--- src/rtl/garrafas_pkg.sv ---
// rtl/garrafas_pkg.sv - shared types and constants for the bottle counter
// State encodings, two-digit BCD type and BCD helpers.
package garrafas_pkg;

  typedef enum logic {
    CONTANDO = 1'b0,
    CHEIA    = 1'b1
  } estado_t;

  localparam logic [3:0] BCD_MAX = 4'd9;
  localparam int MAX_GARRAFAS_PADRAO = 12;

  typedef struct packed {
    logic [3:0] d;
    logic [3:0] u;
  } bcd2_t;

  // Units wrap 9->0 with carry into tens; tens wrap as well so no code above 9 appears.
  function automatic bcd2_t bcd_inc(input bcd2_t v);
    bcd2_t r;
    r = v;
    if (v.u == BCD_MAX) begin
      r.u = 4'd0;
      r.d = (v.d == BCD_MAX) ? 4'd0 : v.d + 4'd1;
    end else begin
      r.u = v.u + 4'd1;
    end
    return r;
  endfunction

  function automatic bcd2_t int2bcd(input int n);
    bcd2_t r;
    r.d = 4'(n / 10);
    r.u = 4'(n % 10);
    return r;
  endfunction

endpackage

--- src/rtl/modulo_sincroniza_borda.sv ---
// rtl/modulo_sincroniza_borda.sv - sensor synchroniser, optional debounce, armed rising-edge detect
// Debounce filter compiled in with GARRAFA_DEBOUNCE_EN.
module modulo_sincroniza_borda #(
  parameter int DEB_CYCLES = 4
) (
  input  logic clk,
  input  logic rst_n,
  input  logic sensor_garrafa,
  output logic borda
);

  logic s1, s2;
  logic v1, v2;
  logic armado;
  logic nivel;
  logic nivel_ant;

  if (DEB_CYCLES < 2 || DEB_CYCLES > 15) begin : g_deb_range
    $error("DEB_CYCLES out of range 2..15");
  end

  // v1/v2 mark when s2 holds a real sensor sample rather than its reset value.
  always_ff @(posedge clk) begin
    if (!rst_n) begin
      s1        <= 1'b0;
      s2        <= 1'b0;
      v1        <= 1'b0;
      v2        <= 1'b0;
      armado    <= 1'b0;
      nivel_ant <= 1'b0;
    end else begin
      s1        <= sensor_garrafa;
      s2        <= s1;
      v1        <= 1'b1;
      v2        <= v1;
      nivel_ant <= nivel;
      if (v2 && !s2) armado <= 1'b1;
    end
  end

`ifdef GARRAFA_DEBOUNCE_EN
  localparam logic [3:0] DEB_LIM = 4'(DEB_CYCLES - 1);
  logic [3:0] deb_cnt;
  logic       filt;

  always_ff @(posedge clk) begin
    if (!rst_n) begin
      filt    <= 1'b0;
      deb_cnt <= 4'd0;
    end else if (s2 == filt) begin
      deb_cnt <= 4'd0;
    end else if (deb_cnt == DEB_LIM) begin
      filt    <= s2;
      deb_cnt <= 4'd0;
    end else begin
      deb_cnt <= deb_cnt + 4'd1;
    end
  end

  assign nivel = filt;
`else
  assign nivel = s2;
`endif

  assign borda = armado & nivel & ~nivel_ant;

endmodule

--- src/rtl/modulo_contador_garrafas.sv ---
// rtl/modulo_contador_garrafas.sv - two-digit BCD bottle counter with box-full handshake
// Optional sensor debounce selected by GARRAFA_DEBOUNCE_EN.
module modulo_contador_garrafas
  import garrafas_pkg::*;
#(
  parameter int MAX_GARRAFAS = MAX_GARRAFAS_PADRAO,
  parameter int DEB_CYCLES   = 4
) (
  input  logic       clk,
  input  logic       rst_n,
  input  logic       sensor_garrafa,
  input  logic       habilita,
  input  logic       caixa_retirada,
  output logic [3:0] cdd_u,
  output logic [3:0] cdd_d,
  output logic       caixa_cheia,
  output logic       garrafa_contada,
  output logic       erro_excesso
);

  localparam bcd2_t MAX_BCD = int2bcd(MAX_GARRAFAS);

  if (MAX_GARRAFAS < 1 || MAX_GARRAFAS > 99) begin : g_max_range
    $error("MAX_GARRAFAS out of range 1..99");
  end

  estado_t estado;
  bcd2_t   cont;
  bcd2_t   prox;
  logic    borda;

  modulo_sincroniza_borda #(
    .DEB_CYCLES(DEB_CYCLES)
  ) u_sinc (
    .clk           (clk),
    .rst_n         (rst_n),
    .sensor_garrafa(sensor_garrafa),
    .borda         (borda)
  );

  assign prox = bcd_inc(cont);

  always_ff @(posedge clk) begin
    if (!rst_n) begin
      estado          <= CONTANDO;
      cont            <= '0;
      caixa_cheia     <= 1'b0;
      garrafa_contada <= 1'b0;
      erro_excesso    <= 1'b0;
    end else begin
      garrafa_contada <= 1'b0;
      case (estado)
        CONTANDO: begin
          if (borda && habilita) begin
            cont            <= prox;
            garrafa_contada <= 1'b1;
            if (prox == MAX_BCD) begin
              estado      <= CHEIA;
              caixa_cheia <= 1'b1;
            end
          end
        end
        CHEIA: begin
          if (caixa_retirada) begin
            cont        <= '0;
            caixa_cheia <= 1'b0;
            estado      <= CONTANDO;
          end
          // A bottle arriving on a full box wins over the clear from removal.
          if (borda) erro_excesso <= 1'b1;
          else if (caixa_retirada) erro_excesso <= 1'b0;
        end
        default: estado <= CONTANDO;
      endcase
    end
  end

  assign cdd_u = cont.u;
  assign cdd_d = cont.d;

endmodule

--- config.mk ---
export PLATFORM = sky130hd
export DESIGN_NAME = modulo_contador_garrafas
export DESIGN_NICKNAME = d
export VERILOG_FILES = /design/src/rtl/garrafas_pkg.sv /design/src/rtl/modulo_sincroniza_borda.sv /design/src/rtl/modulo_contador_garrafas.sv
export SDC_FILE = /design/constraint.sdc
export NUM_CORES = 1
export LEC_CHECK = 0
export ABC_CLOCK_PERIOD_IN_PS = 1700
export CAP_MARGIN = 25
export CORE_MARGIN = 5
export CORE_UTILIZATION = 49
export DETAILED_ROUTE_END_ITERATION = 8
export PLACE_DENSITY = 0.76
export SLEW_MARGIN = 20
export SYNTH_ARGS = -nofsm -noshare
export SYNTH_HDL_FRONTEND = slang
export SYNTH_SLANG_ARGS = --single-unit
--- constraint.sdc ---
create_clock -name clk -period 1.7 [get_ports clk]
set_input_delay 0.425 -clock clk [delete_from_list [all_inputs] [get_ports clk]]
set_output_delay 0.425 -clock clk [all_outputs]
set_load 0.02 [all_outputs]
## Word level (Yosys, flattened, before mapping)

Index checks and enable logic that the tools add are counted.

- $add $sub $neg: 2
- Equality and inequality tests: 6
- Reduce and logical (&&, ||, !) cells: 8
- Bitwise operators: 5
- Mux-type cells: 17

Operators by type and width:

| kind | number |
|---|---|
| two-way mux 8 bit | 2 |
| case mux 8 bit (2 select lines) | 1 |
| two-way mux 4 bit | 3 |
| two-way mux 1 bit | 9 |
| adder 4 x 1 -> 4 bit (second input constant) | 2 |
| == test 4 bit (second input constant) | 2 |
| == test 8 x 5 -> 1 bit (second input constant) | 1 |
| inequality test 2 bit (second input constant) | 3 |
| case mux 1 bit (2 select lines) | 2 |
| AND reduction 2 bit | 2 |
| NOT 1 bit | 3 |
| AND reduction 3 bit | 1 |
| bitwise AND 1 bit | 2 |
| logical AND 1 bit | 2 |
| nonzero test 2 bit | 1 |
| OR reduction 2 bit | 1 |
| zero test 1 bit | 1 |

- Bits of input ports: 5
- Output and inout port bits: 11
- Word-level logic and storage cells: 50
- Register bits after elaboration: 18

## Logic depth before layout (Yosys ltp)

- Depth in word-level cells: 7
- Mapped depth: 7
- Mapped depth without buffers: 6

## Hierarchy

From an unflattened synthesis, not the netlist that was laid out.

- Cell total of the unflattened synthesis: 93
- Area total of the unflattened synthesis: 869.6 um^2

By module, submodules not included:

| module | cells an instance | times used | sequential area each (um^2) | area each (um^2) |
|---|---|---|---|---|
| modulo_contador_garrafas | 79 | 1 | 240.2 | 703.2 |
| modulo_sincroniza_borda | 14 | 1 | 120.1 | 166.4 |

## Worst setup path before layout

OpenSTA, ideal clock, no wires.

- Path kind: reg2reg
- Start: register cont (netlist bit cdd_u[1])
- End: register caixa_cheia
- Path buffers: 1
- Stages on the path, launching flop included: 8
- Arrival time: 1489 ps
- Data required time: 1580 ps
- Slack: 90 ps
- Setup time: 120 ps
- Path through: dfxtp_1 -> inv_1 -> ha_1 -> and4b_1 -> buf_6 -> and3_1 -> o2111ai_1 -> nand2_1

- Longest elaborated chain between the ends: 5
- Elaborated cells on any way between the ends: 7
- Those cells by class: add/sub: 1; eq/ne: 3; mux: 2; reduce/logical: 1

Ends and longest elaborated chain:

| element | RTL line | RTL |
|---|---|---|
| from (decl) | modulo_contador_garrafas.sv:28 | `bcd2_t cont;` |
| from (signal assigned) | modulo_contador_garrafas.sv:55 | `cont <= prox;` |
| adder 4 x 1 -> 4 bit or == test 4 bit (tied branches) | garrafas_pkg.sv:26, garrafas_pkg.sv:22 |  |
| two-way mux 4 bit | garrafas_pkg.sv:22 | `if (v.u == BCD_MAX) begin` |
| == test 8 x 5 -> 1 bit * | modulo_contador_garrafas.sv:57 | `if (prox == MAX_BCD) begin` |
| inequality test 2 bit (no line) * | - |  |
| AND reduction 3 bit (no line) * | - |  |
| to (signal assigned) | modulo_contador_garrafas.sv:47 | `caixa_cheia <= 1'b0;` |
| to (signal assigned) | modulo_contador_garrafas.sv:59 | `caixa_cheia <= 1'b1;` |
| to (signal assigned) | modulo_contador_garrafas.sv:66 | `caixa_cheia <= 1'b0;` |
| to (decl) | modulo_contador_garrafas.sv:16 | `output logic caixa_cheia,` |

Every way passes the cells marked *; elsewhere a longest branch is shown, timed or not.
A chain may end at the register's enable or synchronous reset.

## Worst setup path in the final report

- Start: register erro_excesso
- End: output erro_excesso

RTL lines:

| element | RTL line | RTL |
|---|---|---|
| from (decl) | modulo_contador_garrafas.sv:18 | `output logic erro_excesso` |
| from (signal assigned) | modulo_contador_garrafas.sv:49 | `erro_excesso <= 1'b0;` |
| from (signal assigned) | modulo_contador_garrafas.sv:70 | `if (borda) erro_excesso <= 1'b1;` |
| from (signal assigned) | modulo_contador_garrafas.sv:71 | `else if (caixa_retirada) erro_excesso <= 1'b0;` |

No word-level cell between the ends.

==> run_results.csv <==
group,metric,value,unit
setup_path,critPathLaunchType,"register",
setup_path,cp.arrival,1250,ps
global_route,grt_pass1_wl,2.82,mm
job,drv_cap,0,
global_route,grt_max_degree,12,
sta,drv_slew,0,
logic_synthesis,synthCells,93,
layout,area_delta_synth_final,27.7,%
power_and_ir_drop,finalPower,681,uW
sta,clock_skew,6.36,ps
sta,worst_pin_slew,347,ps
setup_path,worstPathRequired,1270,ps
sta,slew_headroom,76.9,%
setup_path,crit_fanout,2,
floorplanning,die_h,51.8,um
drt,vias,749,
setup_path,reg2reg_from,"cdd_u[1]",
logic_synthesis,yosysWarnings,0,
clock_tree,cts_tree,"built",
setup_path,path_depth,1,
setup_path,critPathBufInv,1,
layout,diodes,0,
floorplanning,dieArea,2680,um^2
logic_synthesis,synthFlopType,"dfxtp_1",
setup_path,critPathLaunch,"erro_excesso",
logic_synthesis,synthArstFlopShare,0,%
sta,fin_ws,21.2,ps
setup_path,cp_cell_sequence,"clkdlybuf4s50_1",
clock_tree,cts_root_buf,"clkbuf_4",
power_and_ir_drop,power_frac_comb,5.5,%
clock_tree,cts_max_level,1,
power_and_ir_drop,p_seq_share,63.4,%
logic_synthesis,avgSynthCellArea,9.19,um^2
power_and_ir_drop,internal_power,531,uW
logic_synthesis,yosysSeqAreaShare,42.2,%
setup_path,worstSetupPathType,"reg -> out",
setup_path,slowest_delay,600,ps
drt,drt-initial-drc-count,5,
floorplanning,ios,16,
clock_tree,cts_buffers,3,
logic_synthesis,ys_ff_latch,18,
sta,setup_viol,0,
setup_path,critPathTopFamily,"buffers and inverters",
logic_synthesis,netlist_area,855,um^2
layout,fin_util,64.6,%
layout,drive_gt1_share,19.1,%
setup_path,end_kind,"output pin",
setup_path,r2r-end,"caixa_cheia",
drt,wirelength,1.72,mm
setup_path,r2r_cells,6,
place,dpl.hpwl,1.31,mm
sta,finalCritPeriodShare,98.8,%
place,place_worst_setup_slack,-213,ps
layout,fin_nets,124,
clock_tree,cts.sinks,18,
global_route,grt_overflow,0,
floorplanning,placement_rows,15,
power_and_ir_drop,p_sw_share,22.0,%
sta,tns,0,ps
place,gp_congestion,0.860,
logic_synthesis,syn_nets,100,
clock_tree,insertion_delay,300,ps
floorplanning,coreArea,1690,um^2
global_route,grt_pass1_vias,685,
power_and_ir_drop,leakage,0.000520,uW
clock_tree,clockBufferDepth,2,
drt,vias_per_cell,5.67,
drt,routedWlPerCell,13.0,um
hold_path,min_path_type,"reg -> reg",
floorplanning,die_width,51.8,um
power_and_ir_drop,ir_worst_vdd,0.000431,V
setup_path,crit_end,"erro_excesso",
floorplanning,initial_core_util,50.6,%
power_and_ir_drop,p_switching,149,uW
hold_path,hold_depth,1,
global_route,track_usage,14.3,%
sta,maxClockFrequency,596,MHz
global_route,antenna_found_initial,0,
drt,first_pass_iters,4,
run_status,status,"finished, final reports clean",
setup_path,reg2reg_slack,70,ps
power_and_ir_drop,power_density,624,nW/um^2
logic_synthesis,synth-edff-count,0,
clock_tree,clk_pin_slew,100,ps
power_and_ir_drop,clkPwrFrac,31.1,%
drt,drc,0,
logic_synthesis,synth_cell_type_count,39,
drt,detail-route-antenna-nets,0,
place,io_buffers,15,
setup_path,worst_path_max_delay_cell,"clkdlybuf4s50_1",
sta,fin_crit,1680,ps
sta,hold_viol,0,
## layout by cell type (no fill, tap or decap), types with 2 or more instances in the layout
cell type,count
a211oi_1,2
a21oi_1,4
a22oi_1,2
and2_1,5
and3b_1,2
buf_4,9
clkbuf_4,3
clkdlybuf4s50_1,7
dfxtp_1,17
dlygate4sd2_1,5
dlymetal6s2s_1,3
ha_1,2
inv_1,5
inv_2,2
nand2_1,9
nand3_1,4
nor2_1,6
nor2b_1,2
o21ai_0,2
## through the flow
stage,area [um^2],std cells,hold slack (ps)
2_1_floorplan,855,93,412
3_3_place_gp,1050,129,417
3_5_place_dp,1050,129,427
4_1_cts,1070,132,451
5_1_grt,1090,132,458
6_report,1090,132,448
## kinds of logic after synthesis
kind of cell | count (synthesis) | share of synthesized area [%]
AND/OR/NAND/NOR | 38 | 25.6
AO/OA/AOI/OAI | 21 | 19.3
flip-flops | 18 | 42.2
buffers and inverters | 12 | 7.76
adder cells (fa/ha/maj) | 2 | 2.93
XOR/XNOR | 1 | 1.03
multiplexers | 1 | 1.17
## power groups by stage
stage          clock (uW)  combinational (uW)  sequential (uW)
2_1_floorplan           0                17.2              441
3_3_place_gp            0                34.0              441
3_5_place_dp            0                35.0              441
4_1_cts               209                34.9              432
5_1_grt               227                40.7              432
6_report              212                37.3              431
## Yosys cell counts, drive strengths merged (3+ instances only)
cell	n	area share [%]
buf	4	4.1
nor2b	3	2.5
nand2	10	5.3
dfxtp	18	42
nand3	4	2.3
nor2	6	2.6
o21ai	3	1.8
a21oi	4	2.3
and2	5	3.7
inv	7	3.1
## cell type report
| cell class | instances | area (um^2) |
|---|---|---|
| clock buffers | 3 | 22.5 |
| fillers | 156 | 598 |
| inverters | 7 | 26.3 |
| multi-input cells | 63 | 440 |
| flip-flops and latches | 18 | 362 |
| well taps | 17 | 21.3 |
| repair buffers | 24 | 219 |
## worst min path at each step
stage	from	end	slack, ps
finish	u_sinc.v1	u_sinc.v2	450
global route	u_sinc.v1	u_sinc.v2	460
CTS	u_sinc.v1	u_sinc.v2	450
detailed placement	u_sinc.v1	u_sinc.v2	430
global placement	u_sinc.s1	u_sinc.nivel	420
floorplan	u_sinc.s1	u_sinc.nivel	410
## timing repair
| item | CTS | global route |
|---|---|---|
| hold buffers | 0 | 0 |
| setup buffers | 0 | 0 |
| endpoints found under the setup margin | 5 | 5 |
| gates cloned | 0 | 0 |
| gates resized for setup | 5 | 6 |
## layer usage
layer  part of all wire, %  wire (um)  vias up  GRT usage, %
li1                      -          -      376             -
met1                    45        770      356          14.6
met2                    50        855       13          27.1
met3                   3.6         61        4          3.44
met4                   1.6         28        0          6.55
met5                     0          0        -             0
Power figures use the tool's default switching activity.
==> patch (same flow settings) <==
Build with the macro `GARRAFA_DEBOUNCE_EN` defined.
--- a/src/rtl/modulo_sincroniza_borda.sv
+++ b/src/rtl/modulo_sincroniza_borda.sv
@@ -1,4 +1,6 @@
 // rtl/modulo_sincroniza_borda.sv - sensor synchroniser, optional debounce, armed rising-edge detect
 // Debounce filter compiled in with GARRAFA_DEBOUNCE_EN.
+`define GARRAFA_DEBOUNCE_EN
+
 module modulo_sincroniza_borda #(
   parameter int DEB_CYCLES = 4
Formal check against the unedited RTL: not equivalent (Yosys sat finds a counterexample within 10 cycles, from zero or initial values and one cycle with rst_n low).
==> patch against the unedited design <==
Core utilization is 0.78 points higher; wire length is 8.9% higher; sequential share of layout area is 2.0 points higher; final area is 20% higher; worst setup slack better by 30 ps; power is 23% higher; sequential cell count is 5 higher; area after synthesis is 24% higher; maximum frequency is 1.8% higher; critical endpoint is now garrafa_contada.
==> patch: results (changes against the unedited design) <==
| Metric | Value |
|---|---|
| Crit path DAT | 1220 ps (was 1250 ps) |
| Syn nets | 119 (was 100) |
| Hold crit path type | reg -> reg (unchanged) |
| Mean Syn Cell Area | 9.54 sq um (was 9.19 sq um) |
| Final HPWL DP | 1450 microns (was 1310 microns) |
| H-tree depth | 1 (unchanged) |
| Clock root buffer | clkbuf_4 (unchanged) |
| Drt via density | 5.13 (was 5.67) |
| Placer Congestion | 0.866 (was 0.860) |
| Asr flop ratio synth | 0 (unchanged) |
| Dpl cell area | 1280 sq um (was 1050 sq um) |
| Nets | 145 (was 124) |
| Vias in the first global route | 824 (was 685) |
| Largest cells by area after synthesis | dfxtp_1 43%, nand3_1 4.7%, ha_1 3.5%, nand2_1 3.2%, nand3b_1 2.8% (was dfxtp_1 42%, nand2_1 4.0%, and2_1 3.7%, a221oi_2 3.5%, ha_1 2.9%) |
| Psw | 184 uW (was 149 uW) |
| Layout cells sized above 1 | 0.176 (was 0.191) |
| Worst slack, placed | -87.5 ps (was -213 ps) |
| Synth cell types | 38 (was 39) |
| Routed len/inst | 11.5 microns (was 13.0 microns) |
| Crit-path leading delay family | buffers and inverters (unchanged) |
| Hold Path Depth | 1 (unchanged) |
| Sw frac | 0.219 (was 0.220) |
| Sequential power share | 0.655 (was 0.634) |
| Detailed Routing Iterations Pass 1 | 3 (was 4) |
| First-pass GRT wire length | 3390 microns (was 2820 microns) |
| # port buffers | 15 (unchanged) |
| Largest net degree at the start of global routing | 14 (was 12) |
| Worst reg2reg path depth | 6 (unchanged) |
| Clk buf depth | 2 (unchanged) |
| # fillers | 175 (was 156) |
| Detailed Route Iter0 Violations | 6 (was 5) |
| Cell Count, Final, Fillers Out | 163 (was 132) |
| Leakage | 0.000602 uW (was 0.000520 uW) |
| Clk pwr share | 0.298 (was 0.311) |
| Hold_sp | u_sinc.v1 (unchanged) |
| Worst Skew | 6.78 ps (was 6.36 ps) |
| IR drop worst, VDD | 0.000532 V (was 0.000431 V) |
| Crit Reg-Reg Endpoint | estado (was caixa_cheia) |
| Leading cell types by count after synthesis | 23 x dfxtp_1, 10 x nand3_1, 9 x nand2_1 (was 18 x dfxtp_1, 9 x nand2_1, 6 x nor2_1) |
| CTS clk-pin slew, worst paths | 130 ps (was 100 ps) |
| Synth Flop Type | dfxtp_1 (unchanged) |
| Latest clock arrival within the worst-skew pair | 310 ps |
| Share of the yosys chip area belonging to registers | 0.435 (was 0.422) |
| GRT Overall Usage | 0.131 (was 0.143) |
| CP peak stage delay | 590 ps |
| R2R setup slack | 120 ps (was 70 ps) |
| Endpoint, Worst Hold | u_sinc.v2 (unchanged) |
| Rel. slew slack | 0.792 (was 0.769) |
| Critical path fanouts, max | 1 (was 2) |
| Yosys warns | 0 (unchanged) |
| Critical path's slowest cell | clkdlybuf4s50_1 (unchanged) |
| Hold slack | 449 ps (was 448 ps) |
| CTS Buf Count | 3 (unchanged) |
| Status | completed (unchanged) |
[patch: changes by cell type after synthesis, sizes merged, moves of 2 or more]
cell	before	now
xor2	0	2
inv	7	5
dfxtp	18	23
nand4b	0	3
nor3	0	2
nand3	4	10
nor2	6	8
o21ai	3	6
nand3b	1	4
[patch: repair_timing]
action,in CTS,in global routing
endpoints found under the setup margin,7,3
resized for setup,7,3
setup buffers,0,0
[patch: how the worst max path moves through the flow]
stage          slack [ps]  depth (start not counted)              end            start
2_1_floorplan         110                          7      caixa_cheia         cdd_u[1]
6_report               50                          1  garrafa_contada  garrafa_contada
3_3_place_gp          -50                          5         cdd_d[1]         habilita
3_5_place_dp          -90                          5         cdd_d[1]         habilita
4_1_cts                 3                          1     erro_excesso     erro_excesso
5_1_grt                 6                          6           estado         cdd_u[1]
[patch: cell type report]
class,instances,area (sq um),share of cell area
Tap cell,27,33.8,0.0258
Clock buffer,3,22.5,0.0172
Multi-Input combinational cell,79,544,0.416
Sequential cell,23,460,0.352
Timing Repair Buffer,25,224,0.171
Inverter,5,18.8,0.0143
Clock inverter,1,5.00,0.00382
[patch: cell families (layout without fill, tap and decap cells)]
family / after synthesis / after routing / share of synthesized area
xor gates and xnor gates: 4 / 4 / 0.0331
and+or+nand+nor: 51 / 51 / 0.284
DFF: 23 / 23 / 0.435
muxes: 1 / 1 / 0.0106
adders and majority gates: 3 / 3 / 0.0355
AOI/OAI and AO/OA: 20 / 20 / 0.151
buffers and inverters: 9 / 34 / 0.0508
[patch: layer usage]
metal | vias to the layer above | routed length (microns) | share of wire | GRT usage
li1 | 446 | - | - | -
met1 | 382 | 840 | 0.45 | 0.157
met2 | 7 | 980 | 0.52 | 0.224
met3 | 2 | 41 | 0.022 | 0.0275
met4 | 0 | 7 | 0.0037 | 0.0508
met5 | - | 0 | 0 | 0
